===== config.mk =====
export PLATFORM = sky130hd
export DESIGN_NAME = regfile_sb
export DESIGN_NICKNAME = d
export VERILOG_FILES = /design/src/rtl/regfile_pkg.sv /design/src/rtl/regfile_scoreboard.sv /design/src/rtl/regfile_sb.sv
export SDC_FILE = /design/constraint.sdc
export NUM_CORES = 2
export LEC_CHECK = 0
export CELL_PAD_IN_SITES_DETAIL_PLACEMENT = 0
export CELL_PAD_IN_SITES_GLOBAL_PLACEMENT = 1
export CORE_ASPECT_RATIO = 2
export CORE_UTILIZATION = 46
export CTS_CLUSTER_DIAMETER = 60
export DETAILED_ROUTE_END_ITERATION = 8
export PLACE_DENSITY_LB_ADDON = 0.1
export REMOVE_ABC_BUFFERS = 1
export SYNTH_ARGS = -nofsm -noshare
export SYNTH_HDL_FRONTEND = slang
export SYNTH_SLANG_ARGS = --single-unit

===== constraint.sdc =====
create_clock -name clk -period 42.7 [get_ports clk]
set_clock_uncertainty 0.2 [all_clocks]
set_input_delay 8.54 -clock clk [delete_from_list [all_inputs] [get_ports clk]]
set_output_delay 8.54 -clock clk [all_outputs]
set_load 0.02 [all_outputs]

===== src/rtl/regfile_pkg.sv =====
// Shared constants and types for the register file and its pending-write scoreboard.
package regfile_pkg;
    localparam int unsigned RF_DATA_W = 32;
    localparam int unsigned RF_ADDR_W = 5;
    localparam int unsigned REG_ZERO  = 0;

    typedef logic [RF_ADDR_W-1:0] reg_idx_t;
endpackage


===== src/rtl/regfile_scoreboard.sv =====
// Per-register count of in-flight producers, with sticky saturation/underflow
// diagnostics and read-port busy flags for decode stalling.
module regfile_scoreboard
    import regfile_pkg::*;
#(
    parameter int unsigned ADDR_W   = RF_ADDR_W,
    parameter int unsigned NREAD    = 2,
    parameter bit          ZERO_REG = 1'b1,
    parameter int unsigned CNT_W    = 2
) (
    input  logic                    clk,
    input  logic                    reset,
    input  logic                    we,
    input  logic [ADDR_W-1:0]       wa,
    input  logic                    iss_valid,
    input  logic [ADDR_W-1:0]       iss_dst,
    input  logic [NREAD*ADDR_W-1:0] ra,
    output logic [NREAD-1:0]        rd_busy,
    output logic                    sb_overflow,
    output logic                    sb_underflow
);
    localparam int unsigned DEPTH = 2 ** ADDR_W;
    localparam logic [CNT_W-1:0] CNT_MAX = '1;

    logic [CNT_W-1:0] r_cnt     [DEPTH];
    logic [CNT_W-1:0] w_cnt_nxt [DEPTH];
    logic [DEPTH-1:0] w_inc;
    logic [DEPTH-1:0] w_dec;
    logic             w_ovf_set;
    logic             w_unf_set;
    logic             r_ovf;
    logic             r_unf;
    logic [NREAD-1:0] w_busy;

    always_comb begin
        w_inc     = '0;
        w_dec     = '0;
        w_ovf_set = 1'b0;
        w_unf_set = 1'b0;
        for (int r = 0; r < DEPTH; r++) begin
            w_cnt_nxt[r] = r_cnt[r];
            // The hard-wired zero register is never tracked and never flags.
            if (!(ZERO_REG && (r == REG_ZERO))) begin
                w_inc[r] = iss_valid && (iss_dst == ADDR_W'(r));
                w_dec[r] = we && (wa == ADDR_W'(r)) && (r_cnt[r] != '0);
                if (we && (wa == ADDR_W'(r)) && (r_cnt[r] == '0)) begin
                    w_unf_set = 1'b1;
                end
                if (w_inc[r] && !w_dec[r]) begin
                    if (r_cnt[r] == CNT_MAX) begin
                        w_ovf_set = 1'b1;
                    end else begin
                        w_cnt_nxt[r] = r_cnt[r] + CNT_W'(1);
                    end
                end else if (w_dec[r] && !w_inc[r]) begin
                    w_cnt_nxt[r] = r_cnt[r] - CNT_W'(1);
                end
            end
        end
    end

    always_ff @(posedge clk or posedge reset) begin
        if (reset) begin
            for (int r = 0; r < DEPTH; r++) begin
                r_cnt[r] <= '0;
            end
            r_ovf <= 1'b0;
            r_unf <= 1'b0;
        end else begin
            for (int r = 0; r < DEPTH; r++) begin
                r_cnt[r] <= w_cnt_nxt[r];
            end
            r_ovf <= r_ovf | w_ovf_set;
            r_unf <= r_unf | w_unf_set;
        end
    end

    // A lone producer retiring this cycle is served by the bypass, so no stall.
    always_comb begin
        w_busy = '0;
        for (int p = 0; p < NREAD; p++) begin
            w_busy[p] = (r_cnt[ra[p*ADDR_W +: ADDR_W]] > CNT_W'(1)) ||
                        ((r_cnt[ra[p*ADDR_W +: ADDR_W]] == CNT_W'(1)) &&
                         !(we && (wa == ra[p*ADDR_W +: ADDR_W])));
        end
    end

    assign rd_busy      = w_busy;
    assign sb_overflow  = r_ovf;
    assign sb_underflow = r_unf;
endmodule


===== src/rtl/regfile_sb.sv =====
// Multi-read-port register file with combinational write-to-read bypass and
// an attached pending-write scoreboard.
module regfile_sb
    import regfile_pkg::*;
#(
    parameter int unsigned DATA_W   = RF_DATA_W,
    parameter int unsigned ADDR_W   = RF_ADDR_W,
    parameter int unsigned NREAD    = 2,
    parameter bit          ZERO_REG = 1'b1,
    parameter int unsigned CNT_W    = 2
) (
    input  logic                    clk,
    input  logic                    reset,
    input  logic                    we,
    input  logic [ADDR_W-1:0]       wa,
    input  logic [DATA_W-1:0]       wd,
    input  logic [NREAD*ADDR_W-1:0] ra,
    output logic [NREAD*DATA_W-1:0] rd,
    output logic [NREAD-1:0]        rd_busy,
    input  logic                    iss_valid,
    input  logic [ADDR_W-1:0]       iss_dst,
    output logic                    sb_overflow,
    output logic                    sb_underflow
);
    localparam int unsigned DEPTH = 2 ** ADDR_W;

    logic [DATA_W-1:0]       r_rf [DEPTH];
    logic [NREAD*DATA_W-1:0] w_rd;
    logic                    w_wr_zero;

    assign w_wr_zero = ZERO_REG && (wa == ADDR_W'(REG_ZERO));

    always_ff @(posedge clk or posedge reset) begin
        if (reset) begin
            for (int i = 0; i < DEPTH; i++) begin
                r_rf[i] <= '0;
            end
        end else if (we && !w_wr_zero) begin
            r_rf[wa] <= wd;
        end
    end

    always_comb begin
        w_rd = '0;
        for (int p = 0; p < NREAD; p++) begin
            if (ZERO_REG && (ra[p*ADDR_W +: ADDR_W] == ADDR_W'(REG_ZERO))) begin
                w_rd[p*DATA_W +: DATA_W] = '0;
            end else if (we && (wa == ra[p*ADDR_W +: ADDR_W])) begin
                w_rd[p*DATA_W +: DATA_W] = wd;
            end else begin
                w_rd[p*DATA_W +: DATA_W] = r_rf[ra[p*ADDR_W +: ADDR_W]];
            end
        end
    end

    assign rd = w_rd;

    regfile_scoreboard #(
        .ADDR_W   (ADDR_W),
        .NREAD    (NREAD),
        .ZERO_REG (ZERO_REG),
        .CNT_W    (CNT_W)
    ) u_sb (
        .clk          (clk),
        .reset        (reset),
        .we           (we),
        .wa           (wa),
        .iss_valid    (iss_valid),
        .iss_dst      (iss_dst),
        .ra           (ra),
        .rd_busy      (rd_busy),
        .sb_overflow  (sb_overflow),
        .sb_underflow (sb_underflow)
    );
endmodule

==> reports/results.txt <==
share of cells above drive strength 1 - 0.260
worst-skew pair later-pin latency - 750 ps
Max Slew Vio Count - 0
mux contribution to synthesized area - 0.298
simple-gate share of the synthesized area - 0.134
worst slew margin relative to its limit - 0.223
Max VDD drop - 0.0353 mV
CP Launch Point - ra[5]
initial antenna violation count - 4
postcts setup bufs - 0
clock buffer count from CTS - 105
class of the worst hold path - register to register
Setup CP Type - input pin to output port
Longest Clk Path Bufs - 3
max_cap viols - 0
final core occ - 0.513
initial DRC count - 4,310
worst-case reg-to-reg path depth - 4
Async S/R FF share, synth - 1.00
hold buffers post-CTS - 0
Final setup viols - 0
drt drc - 0
H-tree depth - 3
Post-DRT Antenna Nets - 0
Adder-Cell Fraction of Synth Area - 0
WL final - 237,000 µm
Cells after DPL - 6,835
met3 usage - 0.0599
root buf cell - clkbuf_16
CP Data Required Time - 33,960 ps
leakage power - 0.0297 µW
Avg WL per Cell - 33.7 µm
Post-Syn Area per Cell - 11.1 µm²
Chip Width - 257 µm
First-pass DRT Iterations - 6
Synth Register Bits - 1,088
RSZ-0062 raised after global routing - false
Final GP Congestion - 0.886
core area - 0.129 mm²
Post-Syn Area - 0.0599 mm²
Top Ports - 124
Syn-to-layout area delta - 10.3%
setup TNS - 0 ps
largest family of logic cells by synthesized area - multiplexers
Post-synth EDFFs - 0
r2r setup slk - 40,330 ps
Fmax - 0.0450 GHz
synth unique cells - 72
GRT busiest layer - met2
post-CTS sizing - 0
Overflow after GRT - 0
Synth Area in XOR/XNOR - 0.00146
overall power - 2930 µW
Final min period - 22,200 ps
routing usage on met1 - 0.439
status - finished clean
# nets final - 5,306
Top FF cell, synth - dfrtp_1
I/O Buffers - 123
Critical Path Sink - rd[34]
CP max FO - 52
GR Util met2 - 0.599
vias in the first global route - 47.4k
critical path data arrival time - 13,460 ps
worst slew pin tran - 1170 ps
first-pass GRT wire length - 342,000 µm
period utilization - 0.520
startpoint type of the worst setup path - input pin
Syn Inst Count - 5,415
via count - 46.4k
CTS tree - yes
Synthesis Warnings - 0
Synth Area in Compound Gates - 0.0734
standard-cell row count - 186
Sink Count - 1,088
Die ar. - 0.132 mm²
sequential-to-total area share from yosys stat - 0.455
vias per cell - 6.59
P per Cell Area - 44.4 mW/mm²
final non-filler cell total - 7,033
Reg-to-Reg Start - u_sb.r_cnt[59]
Crit. End Element - output port
total track usage - 0.362
Reg clk slew, reported paths - 60 ps
final hold violation count - 0
height of the die - 512 µm
pin count of the biggest net entering global routing - 157
Initial Util - 0.465
HPWL Detailed - 131,000 µm
reg2reg end - u_sb.sb_overflow
## cell usage after synthesis (all sizes together), types with 32 or more instances
cell | count | area (µm²)
nand2 | 1687 | 6340
dfrtp | 1088 | 27200
mux2 | 506 | 5700
mux4 | 465 | 10500
clkbuf | 362 | 1360
buf | 181 | 898
mux2i | 167 | 1670
a22oi | 146 | 1100
nor2 | 135 | 529
a21oi | 126 | 631
o21ai | 81 | 405
o22ai | 73 | 457
a211oi | 47 | 353
o221ai | 38 | 333
a32o | 32 | 320
## layout make-up
cell class | instances | area, µm²
tap | 1692 | 2120
clock inverter | 51 | 528
clock buffer | 145 | 3030
fill | 11500 | 62700
timing repair buffer | 271 | 2400
inverter | 9 | 41.3
sequential | 1088 | 27200
antenna | 2 | 5.00
multi-input combinational | 3775 | 30700
## kinds of logic (layout without fill, tap and decap cells)
family                 count (synthesis)  after routing
multiplexers                        1138           1138
AND/OR/NAND/NOR                     1989           1989
other                                  0              2
buffers and inverters                552            476
flip-flops                          1088           1088
AO/OA/AOI/OAI                        638            638
XOR/XNOR                              10             10
## per-stage QoR
stage | instance area [µm²] | hold slack, ps | setup WS [ps]
floorplan | 57600 | 165 | 3330
global placement | 62400 | 177 | 20430
detailed placement | 62400 | 183 | 20460
CTS | 66000 | 198 | 20450
global route | 66000 | 209 | 20210
finish | 66000 | 198 | 20500
## registers in the layout, indices dropped and copies added, names as in the netlist
| register | flops |
|---|---|
| u_sb.sb_underflow | 1 |
| r_rf | 1024 |
| u_sb.sb_overflow | 1 |
| u_sb.r_cnt | 62 |
## metal layers
layer	wire (µm)	vias to the layer above
li1	-	19100
met5	25	-
met3	16300	709
met1	86900	24300
met2	116000	2258
met4	17400	4
## power breakdown
| part | switching [µW] | total (µW) | internal, µW | leakage [µW] |
|---|---|---|---|---|
| logic | 278 | 589 | 311 | 0.0138 |
| registers | 141 | 1350 | 1210 | 0.0141 |
| clock network | 445 | 992 | 547 | 0.00177 |
| total | 864 | 2930 | 2070 | 0.0297 |
## cells in the final DEF, fill, tap and decap left out, drive strengths merged, types with 8 or more instances in the layout
cell type / n
buf: 156
o221ai: 38
and3: 10
a32o: 32
and2: 15
nor3b: 9
mux4: 465
inv: 15
xor2: 8
o22ai: 73
nand2b: 9
mux2: 506
nand2: 1687
nand3: 25
nor2b: 15
a31oi: 19
o21ai: 81
a311oi: 14
clkdlybuf4s50: 115
nor2: 135
clkinv: 33
dfrtp: 1088
a22oi: 146
bufinv: 8
a211oi: 47
clkbuf: 145
mux2i: 167
nor4: 9
a21oi: 126
a221o: 24
nor3: 31
nand4: 14
## critical path, stage by stage
cell and delay, ps:
buf_8 400, buf_4 730, buf_4 750, buf_4 940, mux4_2 600, a22oi_1 200, nand2_1 140, a221o_1 400
clkdlybuf4s50_1 570
## worst min path at each step
stage / from / endpoint / slack (ps) / cells past startpoint
6_report: r_rf[995] / r_rf[995] / 200 / 0
5_1_grt: r_rf[993] / r_rf[993] / 210 / 0
4_1_cts: r_rf[1000] / r_rf[1000] / 200 / 0
3_5_place_dp: r_rf[1000] / r_rf[1000] / 180 / 0
3_3_place_gp: r_rf[992] / r_rf[992] / 180 / 0
2_1_floorplan: r_rf[1000] / r_rf[1000] / 170 / 0
Note: power is estimated with default switching activity, not from simulation.
